==> config.mk <==
export PLATFORM = sky130hd
export DESIGN_NAME = pe_psum_drain
export DESIGN_NICKNAME = d
export VERILOG_FILES = /design/src/rtl/pe_pkg.sv /design/src/rtl/psum_requant.sv /design/src/rtl/pe_psum_drain.sv
export SDC_FILE = /design/constraint.sdc
export NUM_CORES = 1
export LEC_CHECK = 0
export CORE_MARGIN = 10
export CORE_UTILIZATION = 49
export CTS_CLUSTER_DIAMETER = 120
export CTS_CLUSTER_SIZE = 16
export DETAILED_ROUTE_END_ITERATION = 7
export GPL_ROUTABILITY_DRIVEN = 0
export PLACE_DENSITY = 0.85
export SKIP_CTS_REPAIR_TIMING = 1
export SYNTH_ARGS = -nofsm -noshare
export SYNTH_HDL_FRONTEND = slang
export SYNTH_SLANG_ARGS = --single-unit
==> constraint.sdc <==
create_clock -name clk -period 4.8 [get_ports clk]
set_input_delay 0.96 -clock clk [delete_from_list [all_inputs] [get_ports clk]]
set_output_delay 0.96 -clock clk [all_outputs]
set_load 0.05 [all_outputs]
==> src/rtl/pe_pkg.sv <==
// Shared defaults for the PE array datapath and the psum drain FSM states.
package pe_pkg;

  localparam int IFMAP_WIDTH  = 8;
  localparam int WEIGHT_WIDTH = 8;
  // Product width plus 3 guard bits for the 8-deep accumulation.
  localparam int PSUM_WIDTH   = IFMAP_WIDTH + WEIGHT_WIDTH + 3;
  localparam int OUT_WIDTH    = 8;
  localparam int FRAC_SHIFT   = 7;
  localparam int NUM_PE       = 8;

  typedef enum logic [1:0] {
    IDLE   = 2'd0,
    STREAM = 2'd1,
    DONE   = 2'd2
  } drain_state_t;

endpackage

==> src/rtl/psum_requant.sv <==
// Combinational requantizer: sign-extend, optional round-half-up, arithmetic
// shift right, saturate to signed OUT_WIDTH. Rounding enabled by PSUM_DRAIN_ROUND_EN.
module psum_requant #(
  parameter int PSUM_WIDTH = pe_pkg::PSUM_WIDTH,
  parameter int OUT_WIDTH  = pe_pkg::OUT_WIDTH,
  parameter int FRAC_SHIFT = pe_pkg::FRAC_SHIFT
) (
  input  logic [PSUM_WIDTH-1:0] psum_i,
  output logic [OUT_WIDTH-1:0]  data_o
);

  // One extra bit keeps the rounding add from overflowing at the positive extreme.
  localparam int EXT_W = PSUM_WIDTH + 1;
  localparam logic signed [EXT_W-1:0] SAT_MAX = EXT_W'((1 <<< (OUT_WIDTH - 1)) - 1);
  localparam logic signed [EXT_W-1:0] SAT_MIN = ~SAT_MAX;
`ifdef PSUM_DRAIN_ROUND_EN
  localparam logic signed [EXT_W-1:0] RND = EXT_W'(1 <<< (FRAC_SHIFT - 1));
`else
  localparam logic signed [EXT_W-1:0] RND = '0;
`endif

  logic signed [EXT_W-1:0] ext_s;
  logic signed [EXT_W-1:0] biased_s;
  logic signed [EXT_W-1:0] shifted_s;

  assign ext_s     = $signed({psum_i[PSUM_WIDTH-1], psum_i});
  assign biased_s  = ext_s + RND;
  assign shifted_s = biased_s >>> FRAC_SHIFT;

  always_comb begin
    if (shifted_s > SAT_MAX) begin
      data_o = SAT_MAX[OUT_WIDTH-1:0];
    end else if (shifted_s < SAT_MIN) begin
      data_o = SAT_MIN[OUT_WIDTH-1:0];
    end else begin
      data_o = shifted_s[OUT_WIDTH-1:0];
    end
  end

endmodule

==> src/rtl/pe_psum_drain.sv <==
// Captures one PE row's psum bank and streams requantized values over valid/ready.
// Optional round-half-up requantization via PSUM_DRAIN_ROUND_EN.
module pe_psum_drain #(
  parameter  int NUM_PE     = pe_pkg::NUM_PE,
  parameter  int PSUM_WIDTH = pe_pkg::PSUM_WIDTH,
  parameter  int OUT_WIDTH  = pe_pkg::OUT_WIDTH,
  parameter  int FRAC_SHIFT = pe_pkg::FRAC_SHIFT,
  localparam int IDX_W      = $clog2(NUM_PE)
) (
  input  logic                         clk,
  input  logic                         nrst,
  input  logic                         en,
  input  logic                         capture_i,
  input  logic [NUM_PE*PSUM_WIDTH-1:0] psum_i,
  output logic                         busy_o,
  output logic                         done_o,
  output logic                         out_valid_o,
  input  logic                         out_ready_i,
  output logic [OUT_WIDTH-1:0]         out_data_o,
  output logic [IDX_W-1:0]             out_idx_o,
  output logic                         out_last_o
);

  import pe_pkg::*;

  typedef struct packed {
    logic                 busy;
    logic                 done;
    logic                 valid;
    logic                 last;
    logic [IDX_W-1:0]     idx;
    logic [OUT_WIDTH-1:0] data;
  } drain_out_t;

  drain_state_t          state_q;
  drain_out_t            out_q;
  logic [PSUM_WIDTH-1:0] bank_q [NUM_PE];

  logic                  hs;
  logic [IDX_W-1:0]      idx_inc;
  logic [IDX_W-1:0]      sel_idx;
  logic [PSUM_WIDTH-1:0] req_psum;
  logic [OUT_WIDTH-1:0]  req_data;

  assign hs      = out_q.valid & out_ready_i;
  assign idx_inc = out_q.idx + IDX_W'(1);
  assign sel_idx = out_q.last ? out_q.idx : idx_inc;

  // The requantizer always computes the element to present after the next edge:
  // PE0 straight from the input bus on capture, otherwise the following bank entry.
  assign req_psum = (state_q == STREAM) ? bank_q[sel_idx] : psum_i[PSUM_WIDTH-1:0];

  psum_requant #(
    .PSUM_WIDTH (PSUM_WIDTH),
    .OUT_WIDTH  (OUT_WIDTH),
    .FRAC_SHIFT (FRAC_SHIFT)
  ) u_requant (
    .psum_i (req_psum),
    .data_o (req_data)
  );

  // NOTE: all state updates use non-blocking assignments so every register
  // samples the pre-edge values regardless of statement order.
  always_ff @(posedge clk or negedge nrst) begin
    if (!nrst) begin
      state_q <= IDLE;
      out_q   <= '0;
      // NOTE: the bank is a small register file, not RAM, so it is safe to
      // reset; it is cleared so an abandoned transaction leaves no stale data.
      for (int i = 0; i < NUM_PE; i++) bank_q[i] <= '0;
    end else if (!en) begin
      state_q <= IDLE;
      out_q   <= '0;
      for (int i = 0; i < NUM_PE; i++) bank_q[i] <= '0;
    end else begin
      case (state_q)
        IDLE: begin
          if (capture_i) begin
            for (int i = 0; i < NUM_PE; i++) bank_q[i] <= psum_i[i*PSUM_WIDTH +: PSUM_WIDTH];
            state_q     <= STREAM;
            out_q.busy  <= 1'b1;
            out_q.done  <= 1'b0;
            out_q.valid <= 1'b1;
            out_q.last  <= (NUM_PE == 1);
            out_q.idx   <= '0;
            out_q.data  <= req_data;
          end
        end
        STREAM: begin
          if (hs) begin
            if (out_q.last) begin
              state_q     <= DONE;
              out_q.busy  <= 1'b0;
              out_q.done  <= 1'b1;
              out_q.valid <= 1'b0;
              out_q.last  <= 1'b0;
              out_q.idx   <= '0;
              out_q.data  <= '0;
            end else begin
              out_q.idx  <= idx_inc;
              out_q.last <= (idx_inc == IDX_W'(NUM_PE - 1));
              out_q.data <= req_data;
            end
          end
        end
        DONE: begin
          state_q    <= IDLE;
          out_q.done <= 1'b0;
        end
        default: begin
          state_q <= IDLE;
          out_q   <= '0;
        end
      endcase
    end
  end

  assign busy_o      = out_q.busy;
  assign done_o      = out_q.done;
  assign out_valid_o = out_q.valid;
  assign out_last_o  = out_q.last;
  assign out_idx_o   = out_q.idx;
  assign out_data_o  = out_q.data;

endmodule
==> metrics.md <==
| Metric | Value |
|---|---|
| Final period utilization | `0.7261` |
| Netlist Area Pre-Place | `0.005062 mm^2` |
| Mapped Cells | `~370` |
| Async set-reset flop share out of synthesis | `1.000` |
| Minimum clock period | `3485 ps` |
| Post-synthesis compound-gate area fraction | `0.2348` |
| Fmax | `286.9 MHz` |
| Final WS setup | `1315 ps` |
| Wire per inst | `~21 um` |
| Outcome | `completed` |
| Critical R2R Launch | `out_last_o` |
| Number of fill cells | `roughly 790` |
| Number of max-slew violations in the final report | `0` |
| CORE AREA | `0.01018 mm^2` |
| P_leak | `2.774 nW` |
| Synthesized area per cell | `13.65 um^2` |
| Clk_lat worst skew | `380 ps` |
| Standard-cell row count | `37` |
| Nets | `627` |
| Share of layout cells above drive strength 1 | `0.1081` |
| Wire length of the first global-routing pass | `around 21,000 um` |
| WP data arrival | `around 3800 ps` |
| Clk sink count | `111` |
| CTS Buf Count | `9` |
| CTS tree | `built` |
| Post-Place Setup Slack | `1310 ps` |
| RSZ-0062 raised after global routing | `false` |
| Pint | `0.001422 W` |
| Vias | `roughly 3,700` |
| Max IR drop VDD | `0.0001435 V` |
| Reg power frac | `0.528` |
| Worst min path class | `reg -> reg` |
| Syn. warnings | `0` |
| Clk root buf | `clkbuf_8` |
| Worst-Margin Slew | `1070 ps` |
| Antenna violations before repair | `0` |
| CP Class | `reg -> reg` |
| Post-Place Cell Area | `roughly 0.0062 mm^2` |
| Post-Synth Simple-Gate Area | `0.04795` |
| Initial Utilization | `0.4971` |
| Gr usage total | `0.1782` |
| Post-synthesis sequential area ratio | `0.5487` |
| R2R Path End | `out_data_o[2]` |
| Total Wirelength | `around 13,000 um` |
| Die H | `121.6 um` |
| Net switching power | `0.0005629 W` |
| Vias in the first global route | `just under 4,000` |
| Top-level I/O count | `about 170` |
| Routed Antenna Nets | `0` |
| Reg2reg setup slack | `1310 ps` |
| R2R cell count | `8` |
| P per Cell Area | `309.1 mW/mm^2` |
| Number of synthesized flops with an enable pin | `0` |
| Multiplexer share of the synthesized area | `0.1137` |
| Post-synth top flop | `dfrtp_1` |
| PortBufs | `about 120` |
| Worst Setup End Kind | `flip-flop` |
| Remaining Overflow, GRT | `0` |
| Post-route cell area | `~0.0064 mm^2` |
| Setup tns final | `0 ps` |
| WHS Path Cells | `1` |
| HPWL Detailed | `9042 um` |
| Ant. Diodes | `0` |
| Gate power share | `0.207` |
| Switching share of power | `0.2836` |
| Startpoint Class | `flip-flop` |
| Syn_nets | `531` |
| CTS clk-pin slew, worst paths | `around 100 ps` |
| Largest family of logic cells by synthesized area | `compound AO/OA/AOI/OAI gates` |
| WHS Endpoint | `bank_q[17]` |
| Vias/cell | `about 6` |
| Die area | `0.01480 mm^2` |
| DRC violations left | `0` |
| Post-Synth Adder-Cell Area | `0.007415` |
| Synth Register Bits | `111` |
| Req. time, crit path | `5060 ps` |
| Router iterations before antenna repair | `5` |
| Largest net degree at the start of global routing | `98` |
| Synthesis-to-finish area growth | `26.82%` |
| Drt initial violations | `between 200 and 300` |
| Max-cap violation count | `0` |
| Post-synthesis xor/xnor area fraction | `0.008156` |
| HP Start | `bank_q[17]` |
| H-tree depth | `3` |
| Slew headroom | `0.2864` |
| Max Root-Sink Buffers | `2` |
| Final hold vios | `0` |
| Skew final | `about 11 ps` |
| Die width | `121.6 um` |
| Clk pwr share | `0.265` |
| Endpoints failing setup | `0` |
| Largest fanout on the critical path | `16` |
| Synth cell types | `51` |
[power groups by stage]
| stage | registers, W | clock network, W | logic (W) |
|---|---|---|---|
| 4_1_cts | 0.00105 | 0.000535 | 0.000415 |
| 3_3_place_gp | 0.00106 | 0 | 0.000401 |
| 6_report | 0.00105 | 0.000525 | 0.000411 |
| 3_5_place_dp | 0.00107 | 0 | 0.000413 |
| 2_1_floorplan | 0.00110 | 0 | 0.000187 |
| 5_1_grt | 0.00106 | 0.000577 | 0.000442 |
[per-layer routing]
| metal | routed length [um] | global-route usage |
|---|---|---|
| met4 | 163 | 0.06110 |
| met5 | 0 | 0 |
| met1 | 5669 | 0.2406 |
| met2 | 6161 | 0.2723 |
| met3 | 901 | 0.04903 |
[placed cells by master (no fill, tap or decap), drive strengths merged, types with 2 or more instances in the layout]
| cell type | synthesis | routed |
|---|---|---|
| a221o | 7 | 7 |
| nor3 | 5 | 5 |
| inv | 4 | 4 |
| a211oi | 9 | 9 |
| dfrtp | 111 | 111 |
| xor2 | 2 | 2 |
| ha | 3 | 3 |
| o2bb2ai | 2 | 2 |
| a22o | 100 | 100 |
| a21oi | 6 | 6 |
| a311oi | 3 | 3 |
| nor2 | 13 | 13 |
| clkbuf | 20 | 14 |
| nand3 | 4 | 4 |
| mux4 | 20 | 20 |
| nand2 | 10 | 10 |
| mux2i | 11 | 11 |
| nand2b | 4 | 4 |
| o21ai | 4 | 4 |
| clkdlybuf4s50 | 0 | 114 |
| buf | 14 | 5 |
| clkinvlp | 0 | 2 |
| nor4b | 2 | 2 |
[state kept, by name, summed over array words and instances, names as in the netlist]
register,count
busy_o,1
out_data_o,8
state_q,2
out_idx_o,3
bank_q,96
out_last_o,1
[metrics by stage]
step | instances | power [W] | hold WS (ps) | util
global route | 608 | 0.002075 | 526.6 | 0.6303
detailed placement | 592 | 0.001479 | 488.8 | 0.6129
global placement | 592 | 0.001464 | 482.2 | 0.6129
CTS | 608 | 0.001998 | 513.5 | 0.6303
finish | 608 | 0.001985 | 505.0 | 0.6303
floorplan | 371 | 0.001290 | 464.4 | -
[layout make-up]
type,instances,area [um^2],area share
timing repair buffer,119,1179,0.1836
sequential,111,2778,0.4327
inverter,4,15.01,0.002339
clock inverter,2,15.01,0.002339
tap,136,170.2,0.02651
clock buffer,14,162.7,0.02534
multi-input combinational,222,2101,0.3272
[Yosys cell counts (2+ instances only)]
library cell  instances  area, um^2
dfrtp_1             111        2778
a22o_1              100       875.8
mux4_2               19       427.9
clkbuf_1             18       67.56
nor2_1               13       48.80
mux2i_1              11       110.1
a211oi_1              9       67.56
nand2_1               8       30.03
a221o_1               7       70.07
a21oi_1               6       30.03
buf_6                 6       67.56
buf_1                 5       18.77
nor3_1                5       25.02
inv_1                 4       15.01
nand3_1               4       20.02
ha_1                  3       37.54
nand2b_1              3       18.77
o21ai_0               3       15.01
a311oi_1              2       17.52
buf_2                 2       10.01
o2bb2ai_1             2       17.52
[critical path: stages, from the launching register on]
cell and delay, ps:
dfrtp_1 590, inv_1 160, ha_1 770, buf_4 400, mux4_2 550, nand2_1 90
o2bb2ai_1 210, a311oi_2 260, a221o_1 330
[worst max-delay path by stage]
stage	start	end	slack, ps
6_report	out_last_o	out_data_o[2]	1310
3_5_place_dp	out_last_o	out_data_o[1]	1310
5_1_grt	out_last_o	out_data_o[2]	1100
2_1_floorplan	out_idx_o[0]	out_data_o[3]	1940
3_3_place_gp	out_last_o	out_data_o[4]	1440
4_1_cts	out_last_o	out_data_o[1]	1280
[cell families (layout without fill, tap and decap cells)]
kind of cell               count (synthesis)  in the layout
AOI/OAI and AO/OA                        140            140
DFF                                      111            111
and+or+nand+nor                           44             44
buffers and inverters                     38            139
muxes                                     32             32
adders and majority gates                  3              3
xor gates and xnor gates                   3              3
Note: power is estimated with default switching activity, not from simulation.
